<file path="src/rtl/univ_shift_reg_pkg.sv">
// Shared definitions for the universal shift register: operation codes,
// FSM state encoding and mode classification.
package univ_shift_reg_pkg;

  localparam logic [2:0] MODE_HOLD = 3'b000;
  localparam logic [2:0] MODE_LOAD = 3'b001;
  localparam logic [2:0] MODE_SHL  = 3'b010;
  localparam logic [2:0] MODE_SHR  = 3'b011;
  localparam logic [2:0] MODE_ROL  = 3'b100;
  localparam logic [2:0] MODE_ROR  = 3'b101;
  localparam logic [2:0] MODE_ASR  = 3'b110;
  localparam logic [2:0] MODE_RSVD = 3'b111;

  typedef enum logic [1:0] {
    ST_IDLE = 2'b00,
    ST_RUN  = 2'b01,
    ST_DONE = 2'b10
  } state_t;

  function automatic logic is_shift_mode(input logic [2:0] m);
    return (m == MODE_SHL) || (m == MODE_SHR) || (m == MODE_ROL) ||
           (m == MODE_ROR) || (m == MODE_ASR);
  endfunction

endpackage

</file>
<file path="src/rtl/univ_shift_reg_if.sv">
// Command, serial and status bundle of the universal shift register.
interface univ_shift_reg_if #(
  parameter int WIDTH = 8,
  parameter int CNTW  = $clog2(WIDTH + 1)
);
  logic             start;
  logic [2:0]       mode;
  logic [WIDTH-1:0] pi;
  logic [CNTW-1:0]  count;
  logic             sin_l;
  logic             sin_r;
  logic [WIDTH-1:0] po;
  logic             sout_l;
  logic             sout_r;
  logic             busy;
  logic             done;

  modport master (
    output start, mode, pi, count, sin_l, sin_r,
    input  po, sout_l, sout_r, busy, done
  );

  modport slave (
    input  start, mode, pi, count, sin_l, sin_r,
    output po, sout_l, sout_r, busy, done
  );
endinterface

</file>
<file path="src/rtl/univ_shift_reg_step.sv">
// Single-step next-value unit: what po becomes after one shift/rotate.
module univ_shift_reg_step
  import univ_shift_reg_pkg::*;
#(
  parameter int WIDTH = 8
) (
  input  logic [WIDTH-1:0] po,
  input  logic [2:0]       op,
  input  logic             sin_l,
  input  logic             sin_r,
  output logic [WIDTH-1:0] nxt
);

  always_comb begin
    nxt = po;
    case (op)
      MODE_SHL: nxt = {po[WIDTH-2:0], sin_r};
      MODE_SHR: nxt = {sin_l, po[WIDTH-1:1]};
      MODE_ROL: nxt = {po[WIDTH-2:0], po[WIDTH-1]};
      MODE_ROR: nxt = {po[0], po[WIDTH-1:1]};
      MODE_ASR: nxt = {po[WIDTH-1], po[WIDTH-1:1]};
      default:  nxt = po;
    endcase
  end

endmodule

</file>
<file path="src/rtl/univ_shift_reg.sv">
// Universal shift register: parallel load plus multi-position shifts and
// rotates executed one bit per cycle under an IDLE/RUN/DONE controller.
module univ_shift_reg
  import univ_shift_reg_pkg::*;
#(
  parameter int WIDTH = 8,
  parameter int CNTW  = $clog2(WIDTH + 1)
) (
  input  logic             clk,
  input  logic             rst,
  univ_shift_reg_if.slave  bus
);

  localparam logic [CNTW-1:0] NMAX = CNTW'(WIDTH);
  localparam logic [CNTW-1:0] ONE  = CNTW'(1);

  state_t           state_q, state_d;
  logic [2:0]       op_q;
  logic [2:0]       op_sel;
  logic [CNTW-1:0]  rem_q;
  logic [CNTW-1:0]  n_clamp;
  logic [WIDTH-1:0] po_q;
  logic [WIDTH-1:0] step_nxt;
  logic             accept;
  logic             shift_cmd;
  logic             load_en;
  logic             step_en;
  logic             busy;
  logic             done;

  // Counts beyond WIDTH saturate so rotates come back to the original value.
  assign n_clamp   = (bus.count > NMAX) ? NMAX : bus.count;
  assign accept    = (state_q == ST_IDLE) && bus.start;
  assign shift_cmd = is_shift_mode(bus.mode) && (n_clamp != '0);
  // The first step happens on the accepting edge, before op_q is valid.
  assign op_sel    = (state_q == ST_RUN) ? op_q : bus.mode;

  univ_shift_reg_step #(.WIDTH(WIDTH)) u_step (
    .po    (po_q),
    .op    (op_sel),
    .sin_l (bus.sin_l),
    .sin_r (bus.sin_r),
    .nxt   (step_nxt)
  );

  always_ff @(posedge clk or posedge rst) begin
    if (rst) begin
      state_q <= ST_IDLE;
    end else begin
      state_q <= state_d;
    end
  end

  always_comb begin
    state_d = state_q;
    case (state_q)
      ST_IDLE: begin
        if (bus.start) begin
          state_d = (shift_cmd && (n_clamp != ONE)) ? ST_RUN : ST_DONE;
        end
      end
      ST_RUN: begin
        if (rem_q == ONE) begin
          state_d = ST_DONE;
        end
      end
      ST_DONE: state_d = ST_IDLE;
      default: state_d = ST_IDLE;
    endcase
  end

  always_comb begin
    busy    = 1'b0;
    done    = 1'b0;
    load_en = 1'b0;
    step_en = 1'b0;
    case (state_q)
      ST_IDLE: begin
        load_en = bus.start && (bus.mode == MODE_LOAD);
        step_en = bus.start && shift_cmd;
      end
      ST_RUN: begin
        busy    = 1'b1;
        step_en = 1'b1;
      end
      ST_DONE: begin
        busy = 1'b1;
        done = 1'b1;
      end
      default: ;
    endcase
  end

  // Register stage: command latch, remaining-step counter and contents.
  always_ff @(posedge clk or posedge rst) begin
    if (rst) begin
      op_q  <= MODE_HOLD;
      rem_q <= '0;
      po_q  <= '0;
    end else begin
      if (accept) begin
        op_q  <= bus.mode;
        rem_q <= shift_cmd ? (n_clamp - ONE) : '0;
      end else if (state_q == ST_RUN) begin
        rem_q <= rem_q - ONE;
      end
      if (load_en) begin
        po_q <= bus.pi;
      end else if (step_en) begin
        po_q <= step_nxt;
      end
    end
  end

  assign bus.po     = po_q;
  assign bus.sout_l = po_q[WIDTH-1];
  assign bus.sout_r = po_q[0];
  assign bus.busy   = busy;
  assign bus.done   = done;

endmodule

</file>
<file path="src/flat_wrapper.sv">
// flat-port wrapper written by rule: the top's interface ports become plain ports
module univ_shift_reg_flat import univ_shift_reg_pkg::*;
#(
  parameter int WIDTH = 8,
  parameter int CNTW  = $clog2(WIDTH + 1)
)
  (clk, rst, bus_start, bus_mode, bus_pi, bus_count, bus_sin_l, bus_sin_r, bus_po, bus_sout_l, bus_sout_r, bus_busy, bus_done);
  univ_shift_reg_if #(.WIDTH(WIDTH), .CNTW(CNTW)) bus_i ();
  input  logic clk;
  input  logic rst;
  input wire logic [$bits(bus_i.start)-1:0] bus_start;
  input wire logic [$bits(bus_i.mode)-1:0] bus_mode;
  input wire logic [$bits(bus_i.pi)-1:0] bus_pi;
  input wire logic [$bits(bus_i.count)-1:0] bus_count;
  input wire logic [$bits(bus_i.sin_l)-1:0] bus_sin_l;
  input wire logic [$bits(bus_i.sin_r)-1:0] bus_sin_r;
  output wire logic [$bits(bus_i.po)-1:0] bus_po;
  output wire logic [$bits(bus_i.sout_l)-1:0] bus_sout_l;
  output wire logic [$bits(bus_i.sout_r)-1:0] bus_sout_r;
  output wire logic [$bits(bus_i.busy)-1:0] bus_busy;
  output wire logic [$bits(bus_i.done)-1:0] bus_done;
  assign bus_i.start = bus_start;
  assign bus_i.mode = bus_mode;
  assign bus_i.pi = bus_pi;
  assign bus_i.count = bus_count;
  assign bus_i.sin_l = bus_sin_l;
  assign bus_i.sin_r = bus_sin_r;
  assign bus_po = bus_i.po;
  assign bus_sout_l = bus_i.sout_l;
  assign bus_sout_r = bus_i.sout_r;
  assign bus_busy = bus_i.busy;
  assign bus_done = bus_i.done;
  univ_shift_reg #(.WIDTH(WIDTH), .CNTW(CNTW)) u_core (.clk(clk), .rst(rst), .bus(bus_i));
endmodule
</file>
<file path="config.mk">
export PLATFORM = sky130hd
export DESIGN_NAME = univ_shift_reg_flat
export DESIGN_NICKNAME = d
export VERILOG_FILES = /design/src/rtl/univ_shift_reg_pkg.sv /design/src/rtl/univ_shift_reg_if.sv /design/src/rtl/univ_shift_reg_step.sv /design/src/rtl/univ_shift_reg.sv /design/src/flat_wrapper.sv
export SDC_FILE = /design/constraint.sdc
export NUM_CORES = 1
export LEC_CHECK = 0
export ABC_AREA = 1
export CAP_MARGIN = 20
export CORE_MARGIN = 2
export CORE_UTILIZATION = 50
export DETAILED_ROUTE_END_ITERATION = 10
export GPL_TIMING_DRIVEN = 0
export PLACE_DENSITY = 0.8
export SYNTH_ARGS = -nofsm -noshare
export SYNTH_HDL_FRONTEND = slang
export SYNTH_SLANG_ARGS = --single-unit
export TNS_END_PERCENT = 30
</file>
<file path="constraint.sdc">
create_clock -name clk -period 2.2 [get_ports clk]
set_input_delay 0.55 -clock clk [delete_from_list [all_inputs] [get_ports clk]]
set_output_delay 0.55 -clock clk [all_outputs]
set_load 0.01 [all_outputs]
</file>
==> metrics.txt <==
portion of the post-synthesis area used by sequential elements=30.7%; via density per instance=4.96; number of clock buffers inserted by TritonCTS=3; post-synthesis instance area=0.00139 mm^2; number of synthesized register bits=17; die outline area=0.00321 mm^2; depth of the worst hold-timing path=2; count of max-cap constraint violations=0; Slew Limit Fails=0; number of sinks on the clock net=17; worst reg2reg endpoint=u_core.bus.po[4]; final global-route overflow total=0; CTS H-Tree Depth=1; Final period util=95.6%; GR Util All Layers=20.9%; area of the multi-input gates=838 um^2; largest net degree at the start of global routing=18; number of DRC markers in iteration 0=30; die boundary height=56.7 um; half-perimeter wire length after detailed placement=2.24 mm; Reg2Reg Depth=13; wire length of the first global-routing pass=5.41 mm; total power draw=0.00204 W; share of total power in combinational logic=62.4%; start of the worst register-to-register path=u_core.state_q[0]; portion of total power attributed to sequential cells=28.7%; clock power share=8.9%; post-synth net total=227; Clk Latency, worst-skew pair=0.30 ns; count of buffers from port buffering=31; total via count in the routed design=1330; Core Footprint=0.00269 mm^2; deepest clock path buffer count=2; antenna diode instance count=0; path class of the lowest-slack min-delay path=register to register; Clock Skews=0.00126 ns; net switching power figure=0.000946 W; terminating pin of the worst hold path=u_core.op_q[2]; fraction of layout cells with a size suffix above 1=17.3%; Max-slew headroom=55.0%; critical path startpoint category=register; Internal Pwr Total=0.00110 W; leakage dissipation=0.954 nW; num ports=32; CP Max Fanout=3; critical path class=register to primary output; clock-pin slew on the worst setup and hold paths=0.11 ns; mean cell area of the mapped netlist=6.97 um^2; root buffer cell=clkbuf_4; start point of the worst min-delay path=u_core.op_q[2]; routed wirelength normalized by instance count=11.0 um; transition time at the pin with the least slew margin=0.674 ns; Residual DRC=0; CTS tree=built; fmax=475 MHz; unrepaired setup endpoints after global routing=no; count of fill cells added during filler insertion=246; VDD IR-drop max=891 uV; Cell Pwr Density=1130 mW/mm^2; horizontal die dimension=56.7 um; drt first pass iters=4; area taken by flip-flops and latches=425 um^2; setup-violating endpoint count in the final report=0; initial antenna violation count=0; count of synthesis-stage warnings from yosys=0; final hold viol count=0; Routability Congestion=0.799; nature of the critical path endpoint=primary output; placed inst area=0.00174 mm^2; fraction of synthesized cell area taken by the top area cell type=30.7%; number of instances in the synthesized netlist=199; final critical delay including setup and external delays=2.10 ns; post-route design area=0.00180 mm^2; switching portion of total power=46.3%; total wire length after detailed routing=2.94 mm; number of distinct library cells after synthesis=27; number of global-route vias before repair=1261; area grow syn2layout=30.1%; placement row count=19; Layout Nets=266; main area contributors after synthesis=dfrtp_1 (31%), nand2_1 (16%), nand3_1 (7.6%); starting utilization of the core area=51.6%; cell taking the most area after synthesis=dfrtp_1; critical path data required time=1.65 ns; number of nets with antenna violations after routing=0; Worst R2R Setup Slack=0.39 ns; arrival time at the worst endpoint=1.55 ns; result of the run=finished, final reports clean
## cells by family after synthesis
family / Yosys count / share of synthesized area, %
buffers and inverters: 26 / 9.48
AND/OR/NAND/NOR: 128 / 44.6
AO/OA/AOI/OAI: 18 / 6.77
flip-flops: 17 / 30.7
adder cells (fa/ha/maj): 8 / 7.22
XOR/XNOR: 2 / 1.26
## synth_stat cells, drive strengths merged
cell / instances
xor2: 1
dfrtp: 17
nand3: 22
clkinv: 1
o31ai: 1
a31oi: 1
nor3b: 1
buf: 5
nand2: 74
o21ai: 9
xnor2: 1
or2: 1
ha: 8
a21oi: 7
inv: 20
nor3: 1
nand4: 2
nor2: 27
## critical path, cell delays in order, from the launching register on
cell and delay (ns):
dfrtp_1 0.39, inv_1 0.07, ha_1 0.27, clkdlybuf4s50_1 0.52
## power groups by stage
| stage | sequential (W) | clock (W) | combinational [W] |
|---|---|---|---|
| after floorplan | 0.000587 | 0 | 0.000870 |
| after global placement | 0.000588 | 0 | 0.00123 |
| after detailed placement | 0.000591 | 0 | 0.00126 |
| after CTS | 0.000584 | 0.000187 | 0.00127 |
| after global routing | 0.000610 | 0.000196 | 0.00146 |
| final | 0.000587 | 0.000182 | 0.00128 |
## metrics by stage
step / setup TNS (ns) / utilization, % / cells / hold WS [ns] / setup WS, ns
after floorplan: 0 / - / 199 / 0.475 / 0.121
after global placement: -5.13 / 64.6 / 261 / 0.498 / -0.472
after detailed placement: -5.66 / 64.6 / 261 / 0.507 / -0.507
after CTS: 0 / 66.7 / 268 / 0.534 / 0.0138
after global routing: 0 / 67.1 / 268 / 0.588 / 0.0102
final: 0 / 67.1 / 268 / 0.541 / 0.0964
## how the worst max path moves through the flow
| stage | slack [ns] | depth (start not counted) | to | start |
|---|---|---|---|---|
| floorplan | 0.12 | 12 | u_core.bus.po[2] | bus_count[0] |
| global placement | -0.47 | 13 | u_core.bus.po[4] | bus_count[0] |
| detailed placement | -0.51 | 13 | u_core.bus.po[4] | bus_count[0] |
| CTS | 0.01 | 13 | u_core.bus.po[4] | bus_count[0] |
| global route | 0.01 | 3 | bus_busy | u_core.state_q[0] |
| finish | 0.1 | 3 | bus_busy | u_core.state_q[0] |
## per-layer routing
metal / part of all wire, % / global-route usage [%] / wire length, um
met5: 0 / 0 / 0
met4: 0.65 / 4.42 / 19
met3: 3.3 / 4.38 / 98
met2: 49 / 36.4 / 1450
met1: 47 / 26.5 / 1370
## state kept, by name, indices dropped and copies added (netlist names)
register / count
u_core.op_q: 3
u_core.state_q: 2
u_core.rem_q: 4
u_core.bus.po: 8
## cell usage in the layout, fill, tap and decap left out
cell type / synthesis / layout
dlymetal6s2s_1: 0 / 2
dfrtp_1: 17 / 17
o21ai_0: 9 / 8
xor2_1: 1 / 1
nand2_4: 6 / 6
nor3b_1: 1 / 1
nand3_2: 1 / 1
nand2_2: 9 / 10
inv_1: 17 / 17
buf_4: 2 / 5
clkinv_4: 1 / 1
nor2_2: 4 / 4
or2_4: 0 / 1
a31oi_1: 1 / 1
o31ai_1: 1 / 1
a21oi_1: 7 / 7
ha_1: 8 / 8
nor2_4: 2 / 2
nand3_1: 21 / 21
clkbuf_4: 0 / 3
nor2_1: 21 / 21
buf_2: 1 / 1
clkinv_2: 0 / 1
nand4_1: 2 / 2
nand2_1: 59 / 58
clkdlybuf4s50_1: 0 / 29
o21ai_2: 0 / 1
inv_6: 1 / 1
buf_8: 0 / 1
inv_2: 2 / 2
buf_6: 2 / 1
xnor2_1: 1 / 1
nor3_1: 1 / 1
## what timing repair did
action	CTS	global route
gates cloned	0	0
pin swaps	3	2
setup endpoints to repair	9	12
setup buffers	3	0
gates resized for setup	3	4
hold buffers	0	0
## final cells by class
type,instances,share of cell area (%)
flip-flops and latches,17,23.6
inverters,21,4.93
clock buffers,3,1.25
repair buffers,34,18.7
plain buffers,5,2.57
multi-input cells,156,46.5
clock inverters,1,0.278
well taps,31,2.15
Power figures use the tool's default switching activity.
